<file path="src/rtl/sobol_req_arbiter.sv">
// sobol_req_arbiter
//   Shares one Sobol sample generator among NUM_REQ consumers. Each consumer
//   asks for a burst of N samples. Requests are served round-robin. The block
//   gates the generator's advance enable and counts in-flight samples so the
//   small output FIFO can never overflow. Samples leave on a valid/ready
//   stream tagged with the requester id and a last-of-burst flag.
//
// Parameters
//   NUM_REQ    number of requesters (2..8)
//   LEN_W      width of each burst-length field
//   GEN_LAT    cycles from a sobol_start=1 cycle to its sample on sobol_icdf
//   FIFO_DEPTH sample buffer entries (power of 2, >= GEN_LAT+1)
//
// Ports
//   clk, rst_n           clock, asynchronous active-low reset
//   req / req_len        per-requester level request and burst length
//                        (field i = req_len[i*LEN_W +: LEN_W])
//   grant                one-hot, high from burst accept to burst completion
//   done                 one-cycle pulse when a burst completes
//   sobol_start          generator advance enable
//   sobol_icdf           generator sample input
//   out_valid/out_ready  output stream handshake
//   out_data/out_id      sample value and owning requester index
//   out_last             final sample of the burst
//   busy                 arbiter FSM not idle
//
// Optional build macro SOBOL_ARB_STATS_EN adds:
//   stall_cnt  saturating count of cycles with out_valid & !out_ready
//   burst_cnt  wrapping count of completed bursts
module sobol_req_arbiter #(
  parameter int unsigned NUM_REQ    = 4,
  parameter int unsigned LEN_W      = 8,
  parameter int unsigned GEN_LAT    = 2,
  parameter int unsigned FIFO_DEPTH = 4
) (
  input  logic                       clk,
  input  logic                       rst_n,
  input  logic [NUM_REQ-1:0]         req,
  input  logic [NUM_REQ*LEN_W-1:0]   req_len,
  output logic [NUM_REQ-1:0]         grant,
  output logic                       done,
  output logic                       sobol_start,
  input  logic [15:0]                sobol_icdf,
  output logic                       out_valid,
  input  logic                       out_ready,
  output logic [15:0]                out_data,
  output logic [$clog2(NUM_REQ)-1:0] out_id,
  output logic                       out_last,
`ifdef SOBOL_ARB_STATS_EN
  output logic                       busy,
  output logic [15:0]                stall_cnt,
  output logic [15:0]                burst_cnt
`else
  output logic                       busy
`endif
);

  localparam int unsigned ID_W  = $clog2(NUM_REQ);
  localparam int unsigned PTR_W = $clog2(FIFO_DEPTH);
  localparam int unsigned CNT_W = PTR_W + 1;

  typedef enum logic [1:0] {S_IDLE, S_ARB, S_RUN, S_DRAIN} state_t;

  state_t             state_q, state_d;
  logic [ID_W-1:0]    rr_q, rr_d;
  logic [ID_W-1:0]    id_q, id_d;
  logic [LEN_W-1:0]   len_q, len_d;
  logic [LEN_W-1:0]   issued_q, issued_d;
  logic [LEN_W-1:0]   dlvd_q, dlvd_d;
  logic [NUM_REQ-1:0] grant_q, grant_d;
  logic               done_q, done_d;
  logic [GEN_LAT-1:0] pipe_q, pipe_d;

  logic [15:0]        mem_q [FIFO_DEPTH];
  logic [PTR_W-1:0]   wr_q, rd_q;
  logic [CNT_W-1:0]   count_q;
  logic [CNT_W-1:0]   inflight;

  logic               start;
  logic               push;
  logic               pop;
  logic               credit_ok;
  logic               drain_done;

  logic               arb_found;
  logic [ID_W-1:0]    arb_id;
  logic [ID_W-1:0]    cand;
  logic [LEN_W-1:0]   arb_len;

  // Samples issued to the generator but not yet captured into the FIFO.
  always_comb begin
    inflight = '0;
    for (int unsigned i = 0; i < GEN_LAT; i++) begin
      inflight = inflight + CNT_W'(pipe_q[i]);
    end
  end

  // Occupied FIFO slots plus samples still in the generator pipe must stay
  // below the depth before another point may be requested.
  assign credit_ok  = ({1'b0, count_q} + {1'b0, inflight}) < (CNT_W+1)'(FIFO_DEPTH);
  assign push       = pipe_q[GEN_LAT-1];
  assign out_valid  = (count_q != '0);
  assign pop        = out_valid & out_ready;
  assign drain_done = (inflight == '0) && (count_q == '0) && (dlvd_q == len_q);

  // Round-robin pick: first asserted request at or after the pointer.
  always_comb begin
    arb_found = 1'b0;
    arb_id    = '0;
    arb_len   = '0;
    cand      = '0;
    for (int unsigned k = 0; k < NUM_REQ; k++) begin
      cand = ID_W'((32'(rr_q) + k) % NUM_REQ);
      if (!arb_found && req[cand]) begin
        arb_found = 1'b1;
        arb_id    = cand;
        arb_len   = req_len[cand*LEN_W +: LEN_W];
      end
    end
  end

  always_comb begin
    state_d  = state_q;
    rr_d     = rr_q;
    id_d     = id_q;
    len_d    = len_q;
    issued_d = issued_q;
    dlvd_d   = pop ? dlvd_q + 1'b1 : dlvd_q;
    grant_d  = grant_q;
    done_d   = 1'b0;
    start    = 1'b0;
    pipe_d   = '0;

    case (state_q)
      S_IDLE: begin
        if (|req) state_d = S_ARB;
      end
      S_ARB: begin
        if (arb_found) begin
          id_d     = arb_id;
          len_d    = arb_len;
          issued_d = '0;
          dlvd_d   = '0;
          grant_d  = NUM_REQ'(1) << arb_id;
          state_d  = (arb_len == '0) ? S_DRAIN : S_RUN;
        end else begin
          state_d = S_IDLE;
        end
      end
      S_RUN: begin
        start = (issued_q != len_q) && credit_ok;
        if (start) begin
          issued_d = issued_q + 1'b1;
          if (issued_q == len_q - 1'b1) state_d = S_DRAIN;
        end
      end
      S_DRAIN: begin
        if (drain_done) begin
          done_d  = 1'b1;
          grant_d = '0;
          rr_d    = (32'(id_q) == NUM_REQ - 1) ? '0 : id_q + 1'b1;
          state_d = (|req) ? S_ARB : S_IDLE;
        end
      end
      default: state_d = S_IDLE;
    endcase

    pipe_d[0] = start;
    for (int unsigned i = 1; i < GEN_LAT; i++) begin
      pipe_d[i] = pipe_q[i-1];
    end
  end

  always_ff @(posedge clk or negedge rst_n) begin
    if (!rst_n) begin
      state_q  <= S_IDLE;
      rr_q     <= '0;
      id_q     <= '0;
      len_q    <= '0;
      issued_q <= '0;
      dlvd_q   <= '0;
      grant_q  <= '0;
      done_q   <= 1'b0;
      pipe_q   <= '0;
    end else begin
      state_q  <= state_d;
      rr_q     <= rr_d;
      id_q     <= id_d;
      len_q    <= len_d;
      issued_q <= issued_d;
      dlvd_q   <= dlvd_d;
      grant_q  <= grant_d;
      done_q   <= done_d;
      pipe_q   <= pipe_d;
    end
  end

  // FIFO pointers/occupancy; a simultaneous push and pop leaves count as is.
  always_ff @(posedge clk or negedge rst_n) begin
    if (!rst_n) begin
      wr_q    <= '0;
      rd_q    <= '0;
      count_q <= '0;
    end else begin
      if (push) wr_q <= wr_q + 1'b1;
      if (pop)  rd_q <= rd_q + 1'b1;
      case ({push, pop})
        2'b10:   count_q <= count_q + 1'b1;
        2'b01:   count_q <= count_q - 1'b1;
        default: count_q <= count_q;
      endcase
    end
  end

  always_ff @(posedge clk) begin
    if (push) mem_q[wr_q] <= sobol_icdf;
  end

  a_no_overflow: assert property (@(posedge clk) disable iff (!rst_n)
    !(push && !pop && (count_q == CNT_W'(FIFO_DEPTH))));

  assign grant       = grant_q;
  assign done        = done_q;
  assign sobol_start = start;
  assign out_data    = out_valid ? mem_q[rd_q] : '0;
  assign out_id      = id_q;
  assign out_last    = out_valid && (dlvd_q == len_q - 1'b1);
  assign busy        = (state_q != S_IDLE);

`ifdef SOBOL_ARB_STATS_EN
  logic [15:0] stall_q;
  logic [15:0] bursts_q;

  always_ff @(posedge clk or negedge rst_n) begin
    if (!rst_n) begin
      stall_q  <= '0;
      bursts_q <= '0;
    end else begin
      if (out_valid && !out_ready && (stall_q != '1)) stall_q <= stall_q + 1'b1;
      if (done_q) bursts_q <= bursts_q + 1'b1;
    end
  end

  assign stall_cnt = stall_q;
  assign burst_cnt = bursts_q;
`endif

endmodule

</file>
<file path="config.mk">
export PLATFORM = sky130hd
export DESIGN_NAME = sobol_req_arbiter
export DESIGN_NICKNAME = d
export VERILOG_FILES = /design/src/rtl/sobol_req_arbiter.sv
export SDC_FILE = /design/constraint.sdc
export NUM_CORES = 1
export LEC_CHECK = 0
export CAP_MARGIN = 20
export CORE_MARGIN = 4
export CORE_UTILIZATION = 50
export CTS_CLUSTER_DIAMETER = 80
export DETAILED_ROUTE_END_ITERATION = 6
export PLACE_DENSITY = 0.82
export SYNTH_ARGS = -nofsm -noshare
export SYNTH_HDL_FRONTEND = slang
export SYNTH_SLANG_ARGS = --single-unit
</file>
<file path="constraint.sdc">
create_clock -name clk -period 2.24 [get_ports clk]
set_input_delay 0.448 -clock clk [delete_from_list [all_inputs] [get_ports clk]]
set_output_delay 0.448 -clock clk [all_outputs]
set_load 0.05 [all_outputs]
</file>
Word-level counts from Yosys, hierarchy flattened
Memories as Yosys holds them, arrays and structs flattened.
Cells that the tools add are included.
- add/sub/neg operators: 13
- $mul: 0
- div/mod/pow operators: 0
- order comparisons: 5
- equal/unequal tests: 15
- shifts and indexed selects: 5
- mux-type cells: 45
- bitwise operators: 1
- reductions and logical operators: 25
- operators by type and width (operator ; count):
    32-bit by 6-bit variable part select with 8-bit output ; 4
    8-bit two-way mux ; 9
    8-bit equality test ; 3
    2-bit two-way mux ; 10
    8-bit by 1-bit adder with 8-bit output (second input constant) ; 2
    16-bit two-way mux ; 1
    8-bit case mux with 2 select lines ; 1
    1-bit two-way mux ; 15
    2-bit by 3-bit less-than comparator with 1-bit output (second input constant) ; 4
    2-bit != test (second input constant) ; 5
    2-bit by 1-bit adder with 2-bit output (second input constant) ; 4
    1-bit binary-select mux with 2-bit select ; 4
    2-bit equality test (second input constant) ; 4
    8-bit zero test ; 1
    4-bit two-way mux ; 2
    8-bit != test ; 1
    2-bit case mux with 4 select lines ; 1
    4-bit case mux with 2 select lines ; 1
    2-bit nonzero test ; 4
    8-bit by 1-bit subtractor with 8-bit output (second input constant) ; 1
    1-bit logical AND ; 7
    3-bit zero test ; 2
    3-bit case mux with 2 select lines ; 1
    3-bit AND reduction ; 2
    other kinds (15) ; 20
- register bits: 44
- latch bits: 0
- RAM bits: 64
- memory bits (read-only): 0
- output and inout port bits: 27
- logic and storage cells: 122
- memories: 1
- memories (memory ; words ; width ; rd ports ; clocked after Yosys merged registers in ; wr ports ; line ; text):
    mem_q ; 4 ; 16 ; 1 ; 0 ; 1 ; 74 ; logic [15:0] mem_q [FIFO_DEPTH];

Longest topological paths before layout
Gate-level depths: netlist (run 1).
- depth in word-level cells: 16
- gate-level depth with buffers: 11

Least setup slack after synthesis (run 1)
Ideal clock, no wire load.
- kind: reg2out
- start: register len_q[0]
- end: output port out_last
- data arrival time: 2887 ps
- data required time: 1792 ps
- path slack: -1095 ps
- cell stages (with the launch flop): 6
- path buffers: 0
- cells stage by stage: dfrtp_1 inv_1 ha_1 xnor2_1 or4_1 nor4_1
- word-level cells in the longest chain between the ends: 3
- ends and longest elaborated chain (item ; line ; text):
    start, declared ; 67 ; logic [LEN_W-1:0] len_q, len_d;
    start signal, assigned ; 189 ; len_q <= len_d;
    8-bit by 1-bit subtractor with 8-bit output ; 227 ; assign out_last = out_valid && (dlvd_q == len_q - 1'b1);
    8-bit equality test ; 227 ;
    1-bit logical AND ; 227 ;
    end, declared ; 48 ; output logic out_last,
No other way between the ends.

Worst setup path after layout (run 1)
Same ends and word-level chain as after synthesis.

==> results of run 1 <==
-- cell families after synthesis --
kind of cell               after synthesis  share of synthesized area [%]
DFF                                    108                           48.9
AOI/OAI and AO/OA                       90                           10.1
muxes                                   49                           13.0
xor gates and xnor gates                45                           6.38
adders and majority gates               13                           2.75
and+or+nand+nor                        169                           15.0
buffers and inverters                   50                           3.79
-- report_power, final --
group          internal, W  switching, W
Combinational      0.00350       0.00389
Sequential         0.00264      0.000526
Clock             0.000782      0.000752
Total              0.00692       0.00517
-- state kept, by name, summed over array words and instances (netlist names), named ones only --
name and flops:
mem_q 64, dlvd_q 8, issued_q 8, len_q 8
grant 4, count_q 3, out_id 2, pipe_q 2
rd_q 2, rr_q 2, wr_q 2, done 1
state_q 1
-- stage by stage --
stage          util (%)  hold WS (ns)
2_1_floorplan         -         0.152
3_3_place_gp       64.8         0.407
3_5_place_dp       64.8         0.406
4_1_cts            70.0         0.112
5_1_grt            71.5         0.138
6_report           71.5        0.0997
-- critical path, stage by stage, from the launching register on --
cell and delay (ns):
dfrtp_1 0.40, or2_4 0.28, nor4_4 0.20, mux2_2 0.39, mux2i_1 0.16, nor2_1 0.07, a31oi_2 0.21, nor4_4 0.07
buf_12 0.16
-- routing by layer --
metal  share of wire (%)  global-route usage [%]  vias to the layer above
li1                    -                       -                     2311
met2                  55                    46.5                      201
met1                  38                    28.4                     2469
met5                   0                       0                        -
met3                 4.0                    2.09                       38
met4                 2.6                    7.68                        0
-- repair_timing --
item | CTS | global route
pin swaps | 6 | 11
endpoints found under the setup margin | 24 | 26
buffers inserted | 14 | 4
gates cloned | 1 | 0
resized for setup | 56 | 45
-- cell type report --
type                       instances  area [µm²]
clock buffer                       9         225
timing repair buffer             196        1800
fill                             791        3440
clock inverter                     7        66.3
inverter                          17        66.3
tap                              168         210
multi-input combinational        366        3220
sequential                       108        3030
-- final timing paths --
path	slack (ns)	endpoint	start
setup / recovery	-0.49	out_last	len_q[0]$_DFFE_PN0P_
hold / removal	0.1	issued_q[3]$_DFFE_PN0P_	rst_n
setup reg to reg	-0.04	state_q[0]$_DFFE_PN0P_	rr_q[0]$_DFFE_PN0P_
hold reg to reg	0.54	wr_q[0]$_DFFE_PN0P_	wr_q[0]$_DFFE_PN0P_
max in group asynchronous	1.42	rd_q[0]$_DFFE_PN0P_	rst_n
min in group clk	0.54	wr_q[0]$_DFFE_PN0P_	wr_q[0]$_DFFE_PN0P_
-- cell usage in the layout (no fill, tap or decap), types with 9 or more instances in the layout --
cell type        synthesis  layout
a21oi_1                 14      14
buf_4                    1     103
buf_6                    4      21
clkbuf_16                0       9
clkdlybuf4s50_1          0      56
dfrtp_1                 44      41
edfxtp_1                64      64
ha_1                    12       9
inv_1                   17      16
mux2_2                   9       9
mux2i_1                 16      16
mux4_2                  23      24
nand2_1                 39      38
nand3_1                 12      12
nor2_1                  34      33
nor2b_4                  0      15
o21ai_0                 22      20
xnor2_1                 20      20
xor2_1                  25      25
==> out/metrics.yaml, run 1 <==
status: "complete, but fails checks"
violations: "negative setup slack"
cts_hold_buf: 0
max_freq_mhz: 366
cts_sinks: 108
cts_max_level: 3
mappedNetlistNets: 592
reg2reg_depth: 7
place_area_mm2: 0.00781
setup_slack_ns: -0.491
syn2layout_area_growth_pct: 39.5
postSynth.asyncResetShare_pct: 40.7
floorplan.initialDensity_pct: 51.2
ys.flop_type: "edfxtp_1"
design_area_mm2: 0.00862
preCtsSetupSlack_ns: -0.664
synth.most_common_cell: "edfxtp_1"
total_power_w: 0.0121
io_buffers: 81
yosys-top-cells-area: "edfxtp_1 (31%), dfrtp_1 (18%), mux4_2 (8.4%)"
cts_tree: "yes"
end_kind: "output port"
grt_overflow: 0
first_iter_violations: 468
antenna_found_initial: 0
dpl.hpwl_um: 11900
clockBufferDepth: 2
netlist_top_cells_count: "edfxtp_1 (64), dfrtp_1 (44), nand2_1 (39)"
drt_pre_antenna_iters: 5
clk_latency_ns: 0.35
seq_area_frac_synth_pct: 48.9
worstMarginPinSlew_ns: 0.590
hold_viol: 0
finalWorstPathRequiredPeriod_ns: 2.73
fin_skew_ns: 0.0121
fp-row-count: 40
ys.warnings.count: 0
synth_area_mm2: 0.00618
max_cap_violations: 0
route.detailed.drc: 0
boundaryPins: 82
hp-class: "input port to async pin"
first_global_vias: 5348
dr_total_vias: 5019
grt_max_degree: 26
gp_congestion: 0.946
crit_arrival_ns: 2.28
drv_slew: 0
yosysUniqueCellTypes: 68
synth_top_area_cell: "edfxtp_1"
cp_data_required_time_ns: 1.79
clk_pin_slew_worst_paths_ns: 0.07
power_density_mw_per_mm2: 1400
power.leakage_nw: 3.47
syn_avg_cell_area_um2: 11.8
dp_cells: 838
setup_viol: 3
wl_per_cell_um: 20.1
layoutNonFillerInstCount: 871
synth_top_area_share_pct: 31.1
vias_per_cell: 5.76
die_y_um: 119
numCtsBuffers: 9
root_buffer: "clkbuf_16"
synth_edf_count: 64
fin_crit_sh_pct: 122
drtAntennaViolNets: 0
critPathMaxFanout: 3
grt_usage_pct: 24.2
peakVddDrop_mv: 0.649
dieArea_mm2: 0.0142
crit_type: "flop to output port"
drt-total-wl_um: 17500
core-area_mm2: 0.0121
diodes: 0
ys_ff_latch: 108
startpoint_type: "flop"
die_w_um: 119
tns_ns: -0.625
fin_nets: 766
layout-drive-gt1-share_pct: 34.6
syn-instance-count: 524
slew-limit-headroom_pct: 60.7
grt_pass1_wl_um: 27400
rsz0062_at_grt: "true"
Power figures use the tool's default switching activity.
==> run 2, diff against run 1 <==
==> constraint.sdc (replaced) <==
create_clock -name clk -period 2.32 [get_ports clk]
set_input_delay 0.464 -clock clk [delete_from_list [all_inputs] [get_ports clk]]
set_output_delay 0.464 -clock clk [all_outputs]
set_load 0.05 [all_outputs]
==> run 2 against run 1 <==
Net effect: the run still ends with negative setup slack left; sequential share of layout area rose by 0.55 points; register-to-register slack improved by 0.03 ns; power fell by 9.0%; first-iteration DRC count fell by 35%.
==> out/metrics.yaml, run 2 (synthesis results as in run 1) <==
status: "complete, but fails checks"  # unchanged
violations: "negative setup slack"  # unchanged
max_cap_violations: 0  # unchanged
antenna_found_initial: 0  # unchanged
path_cells: "or2_4 > buf_4 > nor2_2 > xnor2_1 > or4_4 > nor4_4 > buf_12"  # was or2_4 > nor4_4 > mux2_2 > mux2i_1 > nor2_1 > a31oi_2 > nor4_4 > buf_12
fin_nets: 764  # was 766
gp_congestion: 0.899  # was 0.946
drt-total-wl_um: 16600  # was 17,500 µm
layoutNonFillerInstCount: 869  # was 871
slew-limit-headroom_pct: 62.8  # was 60.7%
syn2layout_area_growth_pct: 37.4  # was 39.5%
cp_data_required_time_ns: 1.86  # was 1.79 ns
max_stage_delay_ns: 0.44  # was 0.40 ns
io_buffers: 81  # unchanged
place_area_mm2: 0.00778  # was 0.00781 mm²
power_density_mw_per_mm2: 1300  # was 1400 mW/mm²
grt_overflow: 0  # unchanged
dpl.hpwl_um: 11800  # was 11,900 µm
drv_slew: 0  # unchanged
drtAntennaViolNets: 0  # unchanged
layout-drive-gt1-share_pct: 34.4  # was 34.6%
design_area_mm2: 0.00848  # was 0.00862 mm²
crit_arrival_ns: 2.33  # was 2.28 ns
tns_ns: -0.492  # was -0.625 ns
boundaryPins: 82  # unchanged
core-area_mm2: 0.0121  # unchanged
floorplan.initialDensity_pct: 51.2  # unchanged
setup_viol: 2  # was 3
setup_slack_ns: -0.479  # was -0.491 ns
largest_register_ffs: 64  # unchanged
cts_max_level: 3  # unchanged
vias_per_cell: 5.78  # was 5.76
r2r_slack_ns: -0.01  # was -0.04 ns
clockBufferDepth: 2  # unchanged
startpoint_type: "flop"  # unchanged
utilization_pct: 70.3  # was 71.5%
clk_pin_slew_worst_paths_ns: 0.07  # about the same
final_cell_mix: "buf_4 (114), edfxtp_1 (64), clkdlybuf4s50_1 (56)"  # was buf_4 (103), edfxtp_1 (64), clkdlybuf4s50_1 (56)
crit_type: "flop to output port"  # unchanged
fp-row-count: 40  # unchanged
finalWorstPathRequiredPeriod_ns: 2.80
wl_per_cell_um: 19.1  # was 20.1 µm
root_buffer: "clkbuf_16"  # unchanged
drt_pre_antenna_iters: 5  # unchanged
hold_viol: 0  # unchanged
numCtsBuffers: 9  # unchanged
critPathMaxFanout: 2  # was 3
die_w_um: 119  # unchanged
cts_tree: "yes"  # unchanged
critPathBufInv: 2  # was 1
power.leakage_nw: 3.36  # was 3.47 nW
fin_skew_ns: 0.00511  # was 0.0121 ns
dieArea_mm2: 0.0142  # unchanged
preCtsSetupSlack_ns: -0.518  # was -0.664 ns
final_common_cell: "buf_4"  # unchanged
grt_max_degree: 26  # unchanged
critPathSlowestCell: "or4_4"  # was dfrtp_1
rsz0062_at_grt: "true"  # unchanged
clk_latency_ns: 0.35  # about the same
crit_family: "simple AND/OR/NAND/NOR gates"  # unchanged
route.detailed.drc: 0  # unchanged
fin_crit_sh_pct: 121
dp_cells: 833  # was 838
diodes: 0  # unchanged
die_y_um: 119  # unchanged
first_iter_violations: 305  # was 468
dr_total_vias: 5026  # was 5,019
hp-class: "input port to async pin"  # unchanged
first_global_vias: 5214  # was 5,348
max_freq_mhz: 357
peakVddDrop_mv: 0.579  # was 0.649 mV
grt_pass1_wl_um: 25600  # was 27,400 µm
cts_sinks: 108  # unchanged
grt_usage_pct: 22.5  # was 24.2%
largest-register: "mem_q"  # unchanged
end_kind: "output port"  # unchanged
worstMarginPinSlew_ns: 0.556  # was 0.590 ns
[run 2: cell count changes in the layout (fill, tap and decap cells not counted), moves of 4 or more]
cell,previous run,this run
a21oi_1,14,10
a21oi_2,0,4
buf_4,103,114
nor2b_2,0,10
nor2b_1,7,12
nor2b_4,15,0
buf_6,21,9
[run 2: metal layers]
layer  vias up  track usage (%)  wire length, µm
met4         0             10.7              712
met1      2495             26.2             6390
met3        55             3.23              667
met5         -                0                0
met2       172             40.4             8840
li1       2304                -                -
[run 2: power by group]
part	internal [W]	switching (W)
clock	0.000745	0.000702
sequential	0.00254	0.000514
combinational	0.00298	0.00352
total	0.00627	0.00474
[run 2: what timing repair did]
action                                 4_1_cts  5_1_grt
buffers inserted                             6       14
endpoints found under the hold margin        1        0
pin swaps                                    5       13
setup endpoints to repair                    9       13
hold buffers                                 1        0
gates resized for setup                     20       48
cloned                                       0        1
[run 2: through the flow]
step / hold slack [ns] / total power (W)
after floorplan: 0.168 / 0.00688
after global placement: 0.266 / 0.00864
after detailed placement: 0.266 / 0.00885
after CTS: 0.437 / 0.0104
after global routing: 0.446 / 0.0116
final: 0.433 / 0.0110
[run 2: worst paths after layout]
path / cells after the start / endpoint / startpoint
max in group asynchronous: 3 / rr_q[0]$_DFFE_PN0P_ / rst_n
setup / recovery: 7 / out_last / len_q[1]$_DFFE_PN0P_
hold / removal: 2 / dlvd_q[5]$_DFF_PN0_ / rst_n
setup reg to reg: 7 / state_q[0]$_DFFE_PN0P_ / count_q[1]$_DFFE_PN0P_
hold reg to reg: 1 / pipe_q[1]$_DFF_PN0_ / pipe_q[0]$_DFF_PN0_
min in group clk: 1 / pipe_q[1]$_DFF_PN0_ / pipe_q[0]$_DFF_PN0_
[run 2: cell type report]
cell class | instances | area [µm²]
fillers | 799 | 3580
multi-input cells | 366 | 3170
flip-flops and latches | 108 | 3030
repair buffers | 194 | 1740
clock buffers | 11 | 233
well taps | 168 | 210
inverters | 17 | 66.3
clock inverters | 5 | 45.0
[run 2: worst register-to-register path, delay by kind of cell, from the launching register on]
family             cells  cell delay (ns)
AOI/OAI and AO/OA      3             0.64
and+or+nand+nor        4             1.14
DFF                    1             0.44
==> run 3, diff against run 2 <==
--- a/config.mk
+++ b/config.mk
@@ -11,6 +11,7 @@
 export CTS_CLUSTER_DIAMETER = 80
 export DETAILED_ROUTE_END_ITERATION = 6
 export PLACE_DENSITY = 0.82
+export RECOVER_POWER = 50
 export SYNTH_ARGS = -nofsm -noshare
 export SYNTH_HDL_FRONTEND = slang
 export SYNTH_SLANG_ARGS = --single-unit
==> run 3 against run 2 <==
Net effect: the flow still finishes with violations (negative setup slack); worst setup slack about the same; global-route usage unchanged; final cell count unchanged; worst hold slack better by 0.012 ns; combinational power about the same; first-iteration DRC count up 4.9%; via count up 0.26%; critical path type unchanged; critical endpoint unchanged; largest power group unchanged.
==> out/metrics.yaml, run 3 (synthesis results as in run 1) <==
status: "complete, but fails checks"  # unchanged
violations: "negative setup slack"  # unchanged
largest-register: "mem_q"  # unchanged
clk_pin_slew_worst_paths_ns: 0.07  # about the same
drt_pre_antenna_iters: 5  # unchanged
critPathBufInv: 2  # unchanged
clk_latency_ns: 0.35  # about the same
fin_crit_sh_pct: 121  # about the same
largest_register_ffs: 64  # unchanged
grt_pass1_wl_um: 25600  # unchanged
core-area_mm2: 0.0121  # unchanged
path_cells: "or2_4 > buf_4 > nor2_2 > xnor2_1 > or4_4 > nor4_4 > buf_12"  # unchanged
dr_total_vias: 5039  # was 5,026
worstMarginPinSlew_ns: 1.34  # was 0.556 ns
hp-class: "input port to async pin"  # unchanged
critPathSlowestCell: "or4_4"  # unchanged
slew-limit-headroom_pct: 10.8  # was 62.8%
setup_slack_ns: -0.478  # was -0.479 ns
crit_family: "simple AND/OR/NAND/NOR gates"  # unchanged
crit_type: "flop to output port"  # unchanged
drtAntennaViolNets: 0  # unchanged
first_global_vias: 5214  # unchanged
power_density_mw_per_mm2: 1300  # about the same
floorplan.initialDensity_pct: 51.2  # unchanged
place_area_mm2: 0.00778  # unchanged
fp-row-count: 40  # unchanged
vias_per_cell: 5.80  # was 5.78
final_cell_mix: "buf_4 (109), edfxtp_1 (64), dfrtp_1 (41)"  # was buf_4 (114), edfxtp_1 (64), clkdlybuf4s50_1 (56)
final_common_cell: "buf_4"  # unchanged
syn2layout_area_growth_pct: 37.1  # was 37.4%
cts_tree: "yes"  # unchanged
power.leakage_nw: 3.35  # was 3.36 nW
route.detailed.drc: 0  # unchanged
end_kind: "output port"  # unchanged
io_buffers: 81  # unchanged
fin_skew_ns: 0.00566  # was 0.00511 ns
max_freq_mhz: 357  # about the same
total_power_w: 0.0110  # about the same
die_w_um: 119  # unchanged
grt_overflow: 0  # unchanged
crit_arrival_ns: 2.33  # about the same
cts_sinks: 108  # unchanged
diodes: 0  # unchanged
peakVddDrop_mv: 0.581  # was 0.579 mV
die_y_um: 119  # unchanged
max_cap_violations: 0  # unchanged
max_stage_delay_ns: 0.44  # about the same
cts_max_level: 3  # unchanged
layout-drive-gt1-share_pct: 33.7  # was 34.4%
grt_max_degree: 26  # unchanged
rsz0062_at_grt: "true"  # unchanged
clockBufferDepth: 2  # unchanged
critPathMaxFanout: 2  # unchanged
wl_per_cell_um: 19.1  # about the same
grt_usage_pct: 22.5  # unchanged
design_area_mm2: 0.00847  # was 0.00848 mm²
drv_slew: 0  # unchanged
hold_viol: 0  # unchanged
first_iter_violations: 320  # was 305
cp_data_required_time_ns: 1.86  # about the same
numCtsBuffers: 9  # unchanged
fin_nets: 764  # unchanged
boundaryPins: 82  # unchanged
gp_congestion: 0.899  # unchanged
dpl.hpwl_um: 11800  # unchanged
drt-total-wl_um: 16600  # about the same
finalWorstPathRequiredPeriod_ns: 2.80  # about the same
root_buffer: "clkbuf_16"  # unchanged
dieArea_mm2: 0.0142  # unchanged
setup_viol: 3  # was 2
antenna_found_initial: 0  # unchanged
startpoint_type: "flop"  # unchanged
-- run 3: cell type report --
type	count	area, µm²
inverters	17	66.3
fillers	802	3590
well taps	168	210
flip-flops and latches	108	3030
clock inverters	5	45.0
multi-input cells	366	3170
repair buffers	194	1720
clock buffers	11	233
-- run 3: power by group --
part	internal (W)	switching [W]
clock	0.000745	0.000700
combinational	0.00297	0.00352
sequential	0.00255	0.000512
-- run 3: timing repair --
action | 4_1_cts | 5_1_grt
hold buffers | 1 | 0
setup endpoints to repair | 9 | 13
hold endpoints to repair | 1 | 0
resized for setup | 20 | 48
pin swaps | 5 | 13
cloned | 0 | 1
setup buffers | 6 | 14
-- run 3: path summary, 6_finish.rpt --
check / slack [ns] / endpoint / start / cells past startpoint
setup / recovery: -0.48 / out_last / len_q[1]$_DFFE_PN0P_ / 7
hold / removal: 0.45 / dlvd_q[5]$_DFF_PN0_ / rst_n / 2
setup reg to reg: -0.04 / state_q[0]$_DFFE_PN0P_ / pipe_q[1]$_DFF_PN0_ / 10
hold reg to reg: 0.51 / grant[2]$_DFFE_PN0P_ / grant[2]$_DFFE_PN0P_ / 2
max in group asynchronous: 0.31 / rr_q[0]$_DFFE_PN0P_ / rst_n / 3
min in group clk: 0.51 / grant[2]$_DFFE_PN0P_ / grant[2]$_DFFE_PN0P_ / 2
-- run 3: routing by layer --
layer,track usage [%],vias up,share of wire (%)
met2,40.4,182,53
li1,-,2305,-
met3,3.23,58,4.0
met5,0,-,0
met4,10.7,0,4.5
met1,26.2,2494,38
-- run 3: worst register-to-register path, delay by kind of cell (launching register included) --
kind,cells,cell delay (ns)
AND/OR/NAND/NOR,3,0.32
AO/OA/AOI/OAI,3,0.80
buffers and inverters,3,0.54
adder cells (fa/ha/maj),1,0.30
flip-flops,1,0.35
-- run 3: per-stage QoR --
step / setup TNS (ns) / hold WS [ns] / util, % / setup slack, ns / instances
2_1_floorplan: -0.173 / 0.168 / - / -0.173 / 524
3_3_place_gp: -4.21 / 0.266 / 64.5 / -0.410 / 833
3_5_place_dp: -6.35 / 0.266 / 64.5 / -0.518 / 833
4_1_cts: -0.523 / 0.437 / 67.7 / -0.523 / 855
5_1_grt: -1.70 / 0.469 / 70.2 / -0.545 / 869
6_report: -0.634 / 0.445 / 70.2 / -0.478 / 869
